===== config.mk =====
export PLATFORM = sky130hd
export DESIGN_NAME = fifo_rd_packer_flat
export DESIGN_NICKNAME = d
export VERILOG_FILES = /design/src/rtl/fifo_rd_packer_if.sv /design/src/rtl/fifo_rd_packer.sv /design/src/flat_wrapper.sv
export SDC_FILE = /design/constraint.sdc
export NUM_CORES = 1
export LEC_CHECK = 0
export ABC_AREA = 1
export CORE_MARGIN = 1
export CORE_UTILIZATION = 45
export DETAILED_ROUTE_END_ITERATION = 10
export PLACE_DENSITY = 0.76
export SYNTH_ARGS = -nofsm -noshare
export SYNTH_HDL_FRONTEND = slang
export SYNTH_SLANG_ARGS = --single-unit

===== constraint.sdc =====
create_clock -name rdclk -period 3.9 [get_ports rdclk]
set_input_delay 0.78 -clock rdclk [delete_from_list [all_inputs] [get_ports rdclk]]
set_output_delay 0.78 -clock rdclk [all_outputs]
set_load 0.02 [all_outputs]

===== src/rtl/fifo_rd_packer_if.sv =====
`default_nettype none
// +--------------------------------------------------------------------+
// | fifo_rd_packer_if - valid/ready bus carrying packed words + count   |
// | Rev 1.0                                                             |
// +--------------------------------------------------------------------+
interface fifo_rd_packer_if #(
  parameter int DATA_WIDTH = 8,
  parameter int PACK       = 4
);
  localparam int CW = $clog2(PACK + 1);

  logic [DATA_WIDTH*PACK-1:0] m_data;
  logic [CW-1:0]              m_count;
  logic                       m_valid;
  logic                       m_ready;

  modport master (
    output m_data,
    output m_count,
    output m_valid,
    input  m_ready
  );

  modport slave (
    input  m_data,
    input  m_count,
    input  m_valid,
    output m_ready
  );
endinterface : fifo_rd_packer_if
`default_nettype wire


===== src/rtl/fifo_rd_packer.sv =====
`default_nettype none
// +--------------------------------------------------------------------+
// | fifo_rd_packer - pops FIFO beats and packs PACK of them per word    |
// | Rev 1.0                                                             |
// +--------------------------------------------------------------------+
module fifo_rd_packer #(
  parameter int DATA_WIDTH = 8,
  parameter int PACK       = 4
) (
  input  wire                   rdclk,
  input  wire                   rrst,
  input  wire                   fifo_empty,
  input  wire  [DATA_WIDTH-1:0] fifo_data_out,
  output logic                  rd_en,
  input  wire                   flush,
  fifo_rd_packer_if.master      m_if
);

  localparam int CW = $clog2(PACK + 1);

  typedef enum logic [0:0] {
    S_FILL  = 1'b0,
    S_DRAIN = 1'b1
  } state_t;

  state_t                     r_state;
  state_t                     w_state_nxt;

  logic [CW-1:0]              r_cnt;
  logic                       r_inflight;
  logic [DATA_WIDTH*PACK-1:0] r_acc;
  logic [DATA_WIDTH*PACK-1:0] r_m_data;
  logic [CW-1:0]              r_m_count;
  logic                       r_m_valid;

  logic                       w_xfer;
  logic                       w_out_free;
  logic                       w_move_full;
  logic                       w_move_part;
  logic                       w_move;
  logic                       w_flush_set;
  logic [CW-1:0]              w_eff_cnt;
  logic [CW:0]                w_level;
  logic [CW:0]                w_issue_level;
  logic                       w_rd_en;

  assign w_xfer     = r_m_valid & m_if.m_ready;
  assign w_out_free = ~r_m_valid | m_if.m_ready;

  // DRAIN is the sticky flush-pending condition: pops stop until the partial word leaves
  always_comb begin
    w_state_nxt   = r_state;
    w_flush_set   = 1'b0;
    w_move_part   = 1'b0;
    w_move_full   = 1'b0;
    w_move        = 1'b0;
    w_eff_cnt     = r_cnt;
    w_rd_en       = 1'b0;
    w_level       = {1'b0, r_cnt} + {{CW{1'b0}}, r_inflight};
    w_issue_level = '0;

    w_move_full = (r_cnt == CW'(PACK)) && w_out_free;

    case (r_state)
      S_FILL: begin
        w_flush_set = flush && (w_level != '0) && (w_level < (CW+1)'(PACK));
        if (w_flush_set) begin
          w_state_nxt = S_DRAIN;
        end
      end
      S_DRAIN: begin
        w_move_part = ~r_inflight && w_out_free;
        if (w_move_part) begin
          w_state_nxt = S_FILL;
        end
      end
      default: begin
        w_state_nxt = S_FILL;
      end
    endcase

    w_move = w_move_full | w_move_part;
    if (w_move) begin
      w_eff_cnt = '0;
    end

    // Counting the beat still in flight keeps total pops per word at PACK
    w_issue_level = {1'b0, w_eff_cnt} + {{CW{1'b0}}, r_inflight};
    w_rd_en = ~rrst && ~fifo_empty && (r_state == S_FILL) &&
              (w_issue_level < (CW+1)'(PACK));
  end

  always_ff @(posedge rdclk) begin
    if (rrst) begin
      r_state <= S_FILL;
    end else begin
      r_state <= w_state_nxt;
    end
  end

  always_ff @(posedge rdclk) begin
    if (rrst) begin
      r_cnt      <= '0;
      r_inflight <= 1'b0;
      r_acc      <= '0;
      r_m_data   <= '0;
      r_m_count  <= '0;
      r_m_valid  <= 1'b0;
    end else begin
      r_inflight <= w_rd_en;
      if (w_move) begin
        // Clearing acc here is what leaves unused lanes of a partial word at zero
        r_m_data  <= r_acc;
        r_m_count <= r_cnt;
        r_m_valid <= 1'b1;
        r_acc     <= '0;
        r_cnt     <= '0;
      end else begin
        if (w_xfer) begin
          r_m_valid <= 1'b0;
        end
        if (r_inflight) begin
          for (int i = 0; i < PACK; i++) begin
            if (r_cnt == CW'(i)) begin
              r_acc[i*DATA_WIDTH +: DATA_WIDTH] <= fifo_data_out;
            end
          end
          r_cnt <= r_cnt + CW'(1);
        end
      end
    end
  end

  assign rd_en          = w_rd_en;
  assign m_if.m_data    = r_m_data;
  assign m_if.m_count   = r_m_count;
  assign m_if.m_valid   = r_m_valid;

endmodule : fifo_rd_packer
`default_nettype wire


===== src/flat_wrapper.sv =====
// flat-port wrapper written by rule: the top's interface ports become plain ports
module fifo_rd_packer_flat 
#(
  parameter int DATA_WIDTH = 8,
  parameter int PACK       = 4
)
  (rdclk, rrst, fifo_empty, fifo_data_out, rd_en, flush, m_if_m_data, m_if_m_count, m_if_m_valid, m_if_m_ready);
  fifo_rd_packer_if #(.DATA_WIDTH(DATA_WIDTH), .PACK(PACK)) m_if_i ();
  input  wire rdclk;
  input  wire rrst;
  input  wire fifo_empty;
  input  wire  [DATA_WIDTH-1:0] fifo_data_out;
  output logic rd_en;
  input  wire flush;
  output wire logic [$bits(m_if_i.m_data)-1:0] m_if_m_data;
  output wire logic [$bits(m_if_i.m_count)-1:0] m_if_m_count;
  output wire logic [$bits(m_if_i.m_valid)-1:0] m_if_m_valid;
  input wire logic [$bits(m_if_i.m_ready)-1:0] m_if_m_ready;
  assign m_if_m_data = m_if_i.m_data;
  assign m_if_m_count = m_if_i.m_count;
  assign m_if_m_valid = m_if_i.m_valid;
  assign m_if_i.m_ready = m_if_m_ready;
  fifo_rd_packer #(.DATA_WIDTH(DATA_WIDTH), .PACK(PACK)) u_core (.rdclk(rdclk), .rrst(rrst), .fifo_empty(fifo_empty), .fifo_data_out(fifo_data_out), .rd_en(rd_en), .flush(flush), .m_if(m_if_i));
endmodule

==> results_dict.tcl <==
set metrics [dict create \
    crit_path_start_kind "register" \
    rows 29 \
    post_route_cells_drive_above_1_share_pct 6.06 \
    leakage_nw 1.39 \
    setup.worst_path.class "reg2out" \
    worst-r2r-setup-slack_ps 1760 \
    cts-buffers-inserted 9 \
    ys_warn_count 0 \
    clk_transition_reported_paths_ps 70 \
    io_buffers 49 \
    grt_start_max_net_pins 72 \
    post_synth_inst_count 424 \
    finClkSkew_ps 7.23 \
    peakVddDrop_v 0.000206 \
    fmax_ghz 0.321 \
    cp.arrival_ps 2330 \
    cts_resized 0 \
    routedWlPerCell_um 12.8 \
    critical_path.max_fanout 10 \
    layout_min_cycle_time_ps 3110 \
    detail_route.wirelength_um 6880 \
    postLayoutCellArea_um2 3790 \
    maxCapViolations 0 \
    setup_tns_ps 0 \
    holdCritPathClass "reg2reg" \
    grt_pass1_wl_um 11900 \
    fin_util_pct 58.0 \
    cts_tree "built" \
    route.vias.total 2768 \
    cp_slowest_stage_delay_ps 610 \
    power_density_nw_per_um2 459 \
    core_um2 6530 \
    report.final.slew_viol_count 0 \
    viasPerCell 5.14 \
    placed_cell_area_um2 3590 \
    post-cts-setup-buffer-count 0 \
    number_of_global_route_vias_before_repair 2603 \
    finish.net_count 477 \
    filler_cell_count 649 \
    start_util_pct 47.8 \
    route.antenna.remaining_nets 0 \
    rsz0062_at_grt "false" \
    dp.final_hpwl_um 4240 \
    timing.rr.end "u_core.m_if.m_count[0]" \
    setup_violations 0 \
    post_synth_cell_types 18 \
    crit_cells 7 \
    firstDrtPassIters 5 \
    cp.buffers_inverters 2 \
    fp.dieH_um 85.3 \
    synth_area_per_cell_um2 7.36 \
    relSlewSlack_pct 54.8 \
    detailedPlace.worstSlack_ps 919 \
    share_of_the_yosys_chip_area_belonging_to_registers_pct 46.8 \
    critical-path-top-cell-by-count "sky130_fd_sc_hd__nand2_2" \
    gp_congestion 0.827 \
    dr_iter_0_viols 237 \
    worstPathRequired_ps 3120 \
    globalRouteTotalUtil_pct 20.8 \
    critPathCaptureType "output pin" \
    clkSinkCount 73 \
    synth_fp_nets 444 \
    tightest_slew_ps 678 \
    syn-cell-area_um2 3120 \
    regToRegStartpoint "u_core.r_cnt[1]" \
    full_die_area_um2 7270 \
    clkLatencyLatePin_ps 350 \
    globalRouteOverflowTotal 0 \
    stdcell_count 539 \
    h-tree-depth 3 \
    timing.final.ws_setup_ps 785 \
    fp.dieW_um 85.3 \
    cts.path.max_buffers 2 \
    route.detailed.drc 0 \
    fin_crit_sh_pct 79.9 \
    timing.reg2reg.worst_path_depth 8 \
    setup.worst_path.end "rd_en" \
    path_cells "inv_1 -> ha_1 -> nand2_2 -> o21ai_4 -> nand2_2 -> a21oi_1 -> clkdlybuf4s50_1" \
    hold_viol_final 0 \
    cts_root_buf "sky130_fd_sc_hd__clkbuf_8" \
    timing.critical_path.from "u_core.r_cnt[1]" \
    ctsHoldBuffers 0 \
    number_of_antenna_violations_at_the_first_check_in_global_routing 0 \
    status "completed" \
    flow.area_growth_from_synthesis_pct 21.3 \
    synth-seq-cells 73 \
    crit_slowest_cell "sky130_fd_sc_hd__clkdlybuf4s50_1" \
    insertedDiodeCount 0 \
    critical-path-top-delay-family "buffers and inverters" \
    dpl.cell_count 523 \
    io_pins 50 \
]
[per-stage QoR]
stage,power [mW],hold slack [ps]
6_report,1.74,462
5_1_grt,1.83,488
4_1_cts,1.75,465
3_5_place_dp,1.17,455
3_3_place_gp,1.16,452
2_1_floorplan,1.05,440
[synth_stat cells (all sizes together)]
master   n  area [um^2]
o21ai    3         26.3
buf     25          136
nand3   46          230
a21oi   72          360
nor2    39          146
o21a     1         7.51
dfxtp   73         1460
inv     41          154
nand2   84          323
clkbuf   7         26.3
or2      2         12.5
nand4   24          150
ha       7         87.6
[logic make-up (layout without fill, tap and decap cells)]
kind of cell	Yosys count	count (layout)	share of synthesized area [%]
flip-flops	73	73	46.8
adder cells (fa/ha/maj)	7	7	2.81
AO/OA/AOI/OAI	76	76	12.6
buffers and inverters	73	111	10.1
AND/OR/NAND/NOR	195	195	27.6
[cell usage in the layout, fill, tap and decap left out, types with 4 or more instances in the layout]
cell type                         count
sky130_fd_sc_hd__nand2_1             80
sky130_fd_sc_hd__dfxtp_1             73
sky130_fd_sc_hd__a21oi_1             72
sky130_fd_sc_hd__clkdlybuf4s50_1     49
sky130_fd_sc_hd__nand3_1             46
sky130_fd_sc_hd__inv_1               41
sky130_fd_sc_hd__nor2_1              39
sky130_fd_sc_hd__nand4_1             24
sky130_fd_sc_hd__clkbuf_8            13
sky130_fd_sc_hd__ha_1                 7
sky130_fd_sc_hd__buf_4                5
sky130_fd_sc_hd__nand2_2              4
[state kept, by name, indices dropped and copies added, names as in the netlist]
| signal | cells |
|---|---|
| u_core.m_if.m_data | 32 |
| u_core.r_acc | 32 |
| u_core.m_if.m_count | 3 |
| u_core.r_cnt | 3 |
| u_core.m_if.m_valid | 1 |
| u_core.r_inflight | 1 |
| u_core.r_state | 1 |
[worst reg2reg max path, stage by stage (launching register included)]
cell and delay (ps):
sky130_fd_sc_hd__dfxtp_1 370, sky130_fd_sc_hd__inv_1 170, sky130_fd_sc_hd__ha_1 400, sky130_fd_sc_hd__nand2_2 110, sky130_fd_sc_hd__o21ai_4 80, sky130_fd_sc_hd__buf_4 560, sky130_fd_sc_hd__nand3_1 200, sky130_fd_sc_hd__nand2_1 110
sky130_fd_sc_hd__nor2_1 40
[metal layers]
| layer | up-vias | GRT usage (%) | routed length (um) |
|---|---|---|---|
| met5 | - | 0 | 0 |
| met4 | 0 | 8.64 | 123 |
| met3 | 11 | 4.47 | 413 |
| met2 | 78 | 34.2 | 3170 |
| met1 | 1228 | 26.5 | 3180 |
| li1 | 1451 | - | - |
[area by class of cell]
type / count / area, um^2 / area share [%]
inverter: 41 / 154 / 4.06
clock inverter: 3 / 21.3 / 0.562
sequential: 73 / 1460 / 38.6
timing repair buffer: 54 / 528 / 13.9
tap: 77 / 96.3 / 2.54
clock buffer: 13 / 179 / 4.73
multi-input combinational: 278 / 1350 / 35.6
[worst min path at each step]
stage	start	to	depth (start not counted)
global placement	u_core.r_acc[21]	u_core.r_acc[21]	2
finish	u_core.r_acc[14]	u_core.r_acc[14]	2
floorplan	u_core.r_acc[10]	u_core.r_acc[10]	2
CTS	u_core.r_acc[9]	u_core.r_acc[9]	2
global route	u_core.r_acc[27]	u_core.r_acc[27]	2
detailed placement	u_core.r_acc[9]	u_core.r_acc[9]	2
[report_power, final]
group / switching (mW) / leakage (nW) / internal [mW]
sequential: 0.0257 / 0.593 / 0.795
combinational: 0.196 / 0.690 / 0.138
clock: 0.282 / 0.102 / 0.302
(Power assumes the default switching activity.)
